**config.mk**
```make
export PLATFORM = sky130hd
export DESIGN_NAME = baud_tick_gen
export DESIGN_NICKNAME = d
export VERILOG_FILES = /design/src/rtl/uart_pkg.sv /design/src/rtl/baud_tick_gen.sv
export SDC_FILE = /design/constraint.sdc
export NUM_CORES = 1
export LEC_CHECK = 0
export BUFFER_PORTS_ARGS = -buffer_cell sky130_fd_sc_hd__buf_2
export CAP_MARGIN = 5
export CORE_MARGIN = 4
export CORE_UTILIZATION = 50
export DETAILED_ROUTE_END_ITERATION = 12
export PLACE_DENSITY = 0.7
export REMOVE_ABC_BUFFERS = 1
export SYNTH_ARGS = -nofsm -noshare
export SYNTH_HDL_FRONTEND = slang
export SYNTH_SLANG_ARGS = --single-unit
```
**constraint.sdc**
```tcl
create_clock -name clock -period 4.64 [get_ports clock]
set_clock_uncertainty 0.2 [all_clocks]
set_input_delay 0.464 -clock clock [delete_from_list [all_inputs] [get_ports clock]]
set_output_delay 0.464 -clock clock [all_outputs]
set_load 0.1 [all_outputs]
```
**src/rtl/uart_pkg.sv**
```systemverilog
// uart_pkg: shared UART constants and reset-divisor macro for baud_tick_gen
`ifndef UART_DEF_DIV
`define UART_DEF_DIV(clk_hz, baud, os) ((clk_hz) / ((baud) * (os)))
`endif

package uart_pkg;
   localparam int DIV_W_DEF      = 16;
   localparam int OVERSAMPLE_DEF = 16;
   localparam int FRAC_W         = 4;
endpackage

```
**src/rtl/baud_tick_gen.sv**
```systemverilog
// baud_tick_gen: programmable oversample/bit tick generator; UART_BAUD_FRAC_DIV_EN adds fractional divisor
module baud_tick_gen
   import uart_pkg::*;
#(
   parameter int CLK_HZ     = 50_000_000,
   parameter int BAUD       = 9600,
   parameter int OVERSAMPLE = OVERSAMPLE_DEF,
   parameter int DIV_W      = DIV_W_DEF,
   parameter int DEF_DIV    = `UART_DEF_DIV(CLK_HZ, BAUD, OVERSAMPLE)
) (
   input  logic              clock,
   input  logic              reset,
   input  logic              enable,
   input  logic              div_load,
   input  logic [DIV_W-1:0]  div_value,
   input  logic [FRAC_W-1:0] div_frac,
   input  logic              resync,
   output logic              tick,
   output logic              baud_tick,
   output logic              baud_clk
);
   localparam int OS_W = (OVERSAMPLE > 1) ? $clog2(OVERSAMPLE) : 1;
   logic [DIV_W-1:0] div_q, div_d, clk_cnt_q, clk_cnt_d, d_eff, term;
   logic [OS_W-1:0]  os_cnt_q, os_cnt_d;
   logic             tick_q, tick_d, baud_tick_q, baud_tick_d, baud_clk_q, baud_clk_d;
   logic             adv;
`ifdef UART_BAUD_FRAC_DIV_EN
   logic [FRAC_W:0]   frac_acc_q, frac_acc_d;
   logic [FRAC_W-1:0] frac_q, frac_d;
`else
   logic unused_frac;
   assign unused_frac = ^div_frac;
`endif

   // tick counter: terminal count stretches by one clock after a fractional carry
   always_comb begin
      d_eff = (div_q == '0) ? DIV_W'(1) : div_q;
`ifdef UART_BAUD_FRAC_DIV_EN
      term       = frac_acc_q[FRAC_W] ? d_eff : d_eff - 1'b1;
      adv        = enable && !div_load && !resync && clk_cnt_q == term;
      frac_d     = div_load ? div_frac : frac_q;
      frac_acc_d = resync ? '0 : adv ? {1'b0, frac_acc_q[FRAC_W-1:0]} + {1'b0, frac_q} : frac_acc_q;
`else
      term = d_eff - 1'b1;
      adv  = enable && !div_load && !resync && clk_cnt_q == term;
`endif
      div_d     = div_load ? div_value : div_q;
      clk_cnt_d = (div_load || resync || adv) ? '0 : enable ? clk_cnt_q + 1'b1 : clk_cnt_q;
   end

   // bit phase and strobes: a control cycle never strobes, disabled cycles hold phase
   always_comb begin
      tick_d      = adv;
      baud_tick_d = adv && os_cnt_q == OS_W'(OVERSAMPLE - 1);
      os_cnt_d    = resync ? '0 : !adv ? os_cnt_q : baud_tick_d ? '0 : os_cnt_q + 1'b1;
      baud_clk_d  = resync ? 1'b0 : adv ? ~baud_clk_q : baud_clk_q;
   end

   // state registers
   always_ff @(posedge clock) begin
      if (reset) begin
         div_q       <= DIV_W'(DEF_DIV);
         clk_cnt_q   <= '0;
         os_cnt_q    <= '0;
         tick_q      <= 1'b0;
         baud_tick_q <= 1'b0;
         baud_clk_q  <= 1'b0;
`ifdef UART_BAUD_FRAC_DIV_EN
         frac_q      <= '0;
         frac_acc_q  <= '0;
`endif
      end else begin
         div_q       <= div_d;
         clk_cnt_q   <= clk_cnt_d;
         os_cnt_q    <= os_cnt_d;
         tick_q      <= tick_d;
         baud_tick_q <= baud_tick_d;
         baud_clk_q  <= baud_clk_d;
`ifdef UART_BAUD_FRAC_DIV_EN
         frac_q      <= frac_d;
         frac_acc_q  <= frac_acc_d;
`endif
      end
   end

   assign tick      = tick_q;
   assign baud_tick = baud_tick_q;
   assign baud_clk  = baud_clk_q;
endmodule

```
# Word level (Yosys, flattened, before mapping)
# Cells that the tools add are included.
[totals] register_bits=39 in_bits=25 out_inout_bits=3 elab_cells=25
[op_classes] add_sub_neg=3 eq_ne=2 mux=2 n_bitwise=1 n_reduce_logical=11
[ops] operator="adder 16 x 1 -> 16 bit (second input constant)" n=1
[ops] operator="equality test 16 bit" n=1
[ops] operator="zero test 16 bit" n=1
[ops] operator="2-to-1 mux 16 bit" n=1
[ops] operator="subtractor 16 x 1 -> 16 bit (second input constant)" n=1
[ops] operator="adder 4 x 1 -> 4 bit (second input constant)" n=1
[ops] operator="equality test 4 bit (second input constant)" n=1
[ops] operator="logical AND 1 bit" n=4
[ops] operator="2-to-1 mux 4 bit" n=1
[ops] operator="OR reduction 2 bit" n=2
[ops] operator="zero test 1 bit" n=2
[ops] operator="logical OR 1 bit" n=2
[ops] operator="inverter 1 bit" n=1

# Logic depth before layout (Yosys ltp)
[logic_depth] word_depth=7 mapped_depth=15 depth_no_buf=11

# Worst setup path after synthesis
# Ideal clock, no wire load.
[synth_timing] kind="register to register" start="register div_q[5]" end="register os_cnt_q[0]" setup_time_ps=70 arrival_ps=3389 required_ps=4370 setup_slack_ps=982 stages_incl_launch_ff=14 path_buffers=2 period_less_slack_ps=3658 path_cell_list="dfxtp_1 buf_2 or4_4 buf_6 nor4_1 nor2_1 ha_1 xor2_1 o2111ai_1 a2111oi_4 nand4_1 and4bb_1 or4b_1 a21oi_1"
[synth_via] elab_chain_cells=7
[synth_lines] element="from (decl)" line="baud_tick_gen.sv:23" rtl="logic [DIV_W-1:0] div_q, div_d, clk_cnt_q, clk_cnt_d, d_eff, term;"
[synth_lines] element="from (signal assigned)" line="baud_tick_gen.sv:62" rtl="div_q <= DIV_W'(DEF_DIV);"
[synth_lines] element="from (signal assigned)" line="baud_tick_gen.sv:73" rtl="div_q <= div_d;"
[synth_lines] element="zero test 16 bit" line="baud_tick_gen.sv:37" rtl="d_eff = (div_q == '0) ? DIV_W'(1) : div_q;"
[synth_lines] element="2-to-1 mux 16 bit *" line="baud_tick_gen.sv:37"
[synth_lines] element="subtractor 16 x 1 -> 16 bit *" line="baud_tick_gen.sv:44" rtl="term = d_eff - 1'b1;"
[synth_lines] element="equality test 16 bit *" line="baud_tick_gen.sv:45" rtl="adv = enable && !div_load && !resync && clk_cnt_q == term;"
[synth_lines] element="logical AND 1 bit *" line="baud_tick_gen.sv:45"
[synth_lines] element="logical AND 1 bit" line="baud_tick_gen.sv:54" rtl="baud_tick_d = adv && os_cnt_q == OS_W'(OVERSAMPLE - 1);"
[synth_lines] element="2-to-1 mux 4 bit" line="baud_tick_gen.sv:55" rtl="os_cnt_d = resync ? '0 : !adv ? os_cnt_q : baud_tick_d ? '0 : os_cnt_q + 1'b1;"
[synth_lines] element="to (signal assigned)" line="baud_tick_gen.sv:75" rtl="os_cnt_q <= os_cnt_d;"
[synth_lines] element="to (decl)" line="baud_tick_gen.sv:24" rtl="logic [OS_W-1:0] os_cnt_q, os_cnt_d;"
# Every way passes the cells marked *; elsewhere a longest branch is shown, timed or not.
# A chain may end at the register's enable or synchronous reset.

# Worst setup path after layout
[layout_timing] start="register div_q[4]" end="register os_cnt_q[3]"
# Same word-level chain as after synthesis.

==> results.py <==
metrics = {
    "cts": {
        "cts_inserted_buffers": 5,
        "cts_tree": "yes",
        "clk-insertion-delay-late_ns": 0.29,
        "cts_root_buf": "clkbuf_8",
        "cts_max_path_buffers": 2,
        "cts_sinks": 39,
        "h-tree-depth": 2,
        "cts.reportedPaths.clkPinSlew_ns": 0.07,
        "cts_resized": 0,
        "hold_buffers": 0,
        "cts_setup_buffers": 0,
    },
    "cells_and_area": {
        "nNetsFinal": 309,
        "area_growth_pct": 9.23,
        "utilization_pct": 56.8,
        "stdcell_area_mm2": 0.00247,
        "drive_above_1_share_pct": 13.9,
        "final_cell_count_no_fill": 333,
        "diodes": 0,
    },
    "timing": {
        "holdWs_ns": 0.185,
        "drv_slew": 0,
        "fmax_mhz": 254,
        "finalCriticalPeriod_ns": 3.94,
        "fin_ws_ns": 0.699,
        "finalCritPeriodShare_pct": 84.9,
        "finalHoldViolCount": 0,
        "rsz0062_at_grt": "false",
        "tightest_slew_ns": 0.805,
        "tns_ns": 0,
        "relSlewSlack_pct": 46.2,
        "setup_violations": 0,
    },
    "die": {
        "die_height_um": 75.3,
        "die-area_mm2": 0.00567,
        "die_x_um": 75.3,
        "io_pins": 28,
        "coreArea_mm2": 0.00435,
        "rows": 24,
        "start_util_pct": 52.0,
    },
    "critical_path": {
        "required_ns": 4.61,
        "start_kind": "flop",
        "cp_max_fo": 10,
        "worstSetupPathType": "flop to flop",
        "endpoint_kind": "flop",
        "worst_ep_arrival_time_ns": 3.91,
    },
    "power_and_ir_drop": {
        "power_mw": 0.669,
        "p_clk_share_pct": 34.3,
        "p_per_area_mw_per_mm2": 271,
        "ir_drop_mv": 0.163,
        "comb_power_share_pct": 12.1,
        "p_switching_mw": 0.172,
        "p_sw_share_pct": 25.7,
        "p_seq_share_pct": 53.6,
        "leakage_nw": 0.941,
        "p_int_mw": 0.497,
    },
    "hold_path": {
        "hp-class": "input pin to flop",
    },
    "placed_design": {
        "gp_congestion": 0.900,
        "dp.cells": 326,
        "io_buffers": 23,
        "dpl-instance-area_mm2": 0.00238,
        "dp_hpwl_um": 3570,
        "pre_cts_ws_ns": 0.687,
    },
    "drt": {
        "post-route-drc-count": 0,
        "vias": 1904,
        "wl_per_cell_um": 14.1,
        "ant_nets": 0,
        "wl_um": 4710,
        "drt_iter0_markers": 163,
        "detail_route.first_pass.iterations": 4,
        "viasPerCell": 5.72,
    },
    "grt": {
        "grt_pass1_wl_um": 8110,
        "grt_overflow_total": 0,
        "antenna_found_initial": 0,
        "grt_pass1_vias": 1788,
        "grt_max_degree": 20,
        "grt_util_all_layers_pct": 18.5,
    },
    "yosys": {
        "ys_seq_area_share_pct": 34.5,
        "yosysTopAreaCellShare_pct": 34.5,
        "async_flop_share_pct": 0,
        "synth.distinct_cells": 49,
        "yosysTopAreaCell": "dfxtp_1",
        "yosysWarnings": 0,
        "synth_most_common_cell": "nor2_1",
        "synth_ff_type": "dfxtp_1",
        "synth_edf_count": 0,
        "synth_cells": 263,
        "synth_common_cells": "41 x nor2_1, 39 x dfxtp_1, 19 x mux2i_1",
        "syn_avg_cell_area_um2": 8.61,
        "ys_ff_latch": 39,
        "synthesis.area_mm2": 0.00226,
        "synth_area_leaders": "dfxtp_1 34%, mux2i_1 8.4%, nor2_1 6.8%",
    },
    "run_status": {
        "status": "finished, final reports clean",
    },
    "flow_run": {
        "maxCapViolCount": 0,
    },
}
-- metal layers --
metal  up-vias  routed length, um  GRT usage, %
li1        975                  -             -
met1       887               2250          24.9
met2        34               2160          28.5
met3         8                199          4.54
met4         0                 93          7.57
met5         -                  0             0
-- critical path, cell delays in order (launching register included) --
cell and delay [ns]:
dfxtp_1 0.40, or4_4 0.62, nor4_1 0.43, nor2_1 0.08, ha_1 0.24, nor3b_1 0.23, mux2i_1 0.19, mux2i_1 0.09
a221oi_1 0.41, nand4_1 0.38, o41ai_1 0.46, a21oi_1 0.10
-- power by group through the flow --
| stage | clock network [mW] | logic [mW] | registers [mW] |
|---|---|---|---|
| 2_1_floorplan | 0 | 0.0557 | 0.362 |
| 3_3_place_gp | 0 | 0.0801 | 0.366 |
| 3_5_place_dp | 0 | 0.0810 | 0.366 |
| 4_1_cts | 0.236 | 0.0817 | 0.359 |
| 5_1_grt | 0.249 | 0.0912 | 0.361 |
| 6_report | 0.229 | 0.0811 | 0.359 |
-- cells in the final DEF (no fill, tap or decap), types with 2 or more instances in the layout --
cell,instances
dfxtp_1,39
nand3_1,6
nor3_1,3
xor2_1,16
or2_1,2
buf_2,23
or4_1,6
or3_1,5
nand2b_1,2
nor4_1,7
inv_1,9
ha_1,3
clkbuf_8,6
nand2_1,16
nand4_1,10
mux2i_1,19
o31a_1,3
xnor2_1,16
nor2_1,41
o211ai_1,2
a21oi_1,9
o31ai_1,2
nor3b_1,5
and3_1,4
o21ai_1,3
-- worst paths after layout --
check,startpoint,to,slack (ns),cells past startpoint
worst max-delay path,div_q[4],os_cnt_q[3],0.70,11
worst min register to register,baud_clk,baud_clk,0.30,2
worst min-delay path,div_value[8],div_q[8],0.18,3
worst max register to register,div_q[4],os_cnt_q[3],0.70,11
-- registers in the layout, summed over array words and instances (netlist names) --
name       count
baud_clk       1
baud_tick      1
clk_cnt_q     16
tick           1
div_q         16
os_cnt_q       4
-- cells by family (layout without fill, tap and decap cells) --
family,Yosys count,count (layout),synth area share (%)
xor gates and xnor gates,32,32,12.4
DFF,39,39,34.5
buffers and inverters,22,40,4.42
and+or+nand+nor,115,115,26.8
AOI/OAI and AO/OA,33,33,11.8
adders and majority gates,3,3,1.66
muxes,19,19,8.40
-- area by class of cell --
cell class | count | area [um^2]
repair buffers | 24 | 123
clock inverters | 1 | 5.00
inverters | 9 | 33.8
multi-input cells | 202 | 1380
flip-flops and latches | 39 | 781
well taps | 52 | 65.1
clock buffers | 6 | 82.6
fillers | 402 | 1880
Power figures use the tool's default switching activity.
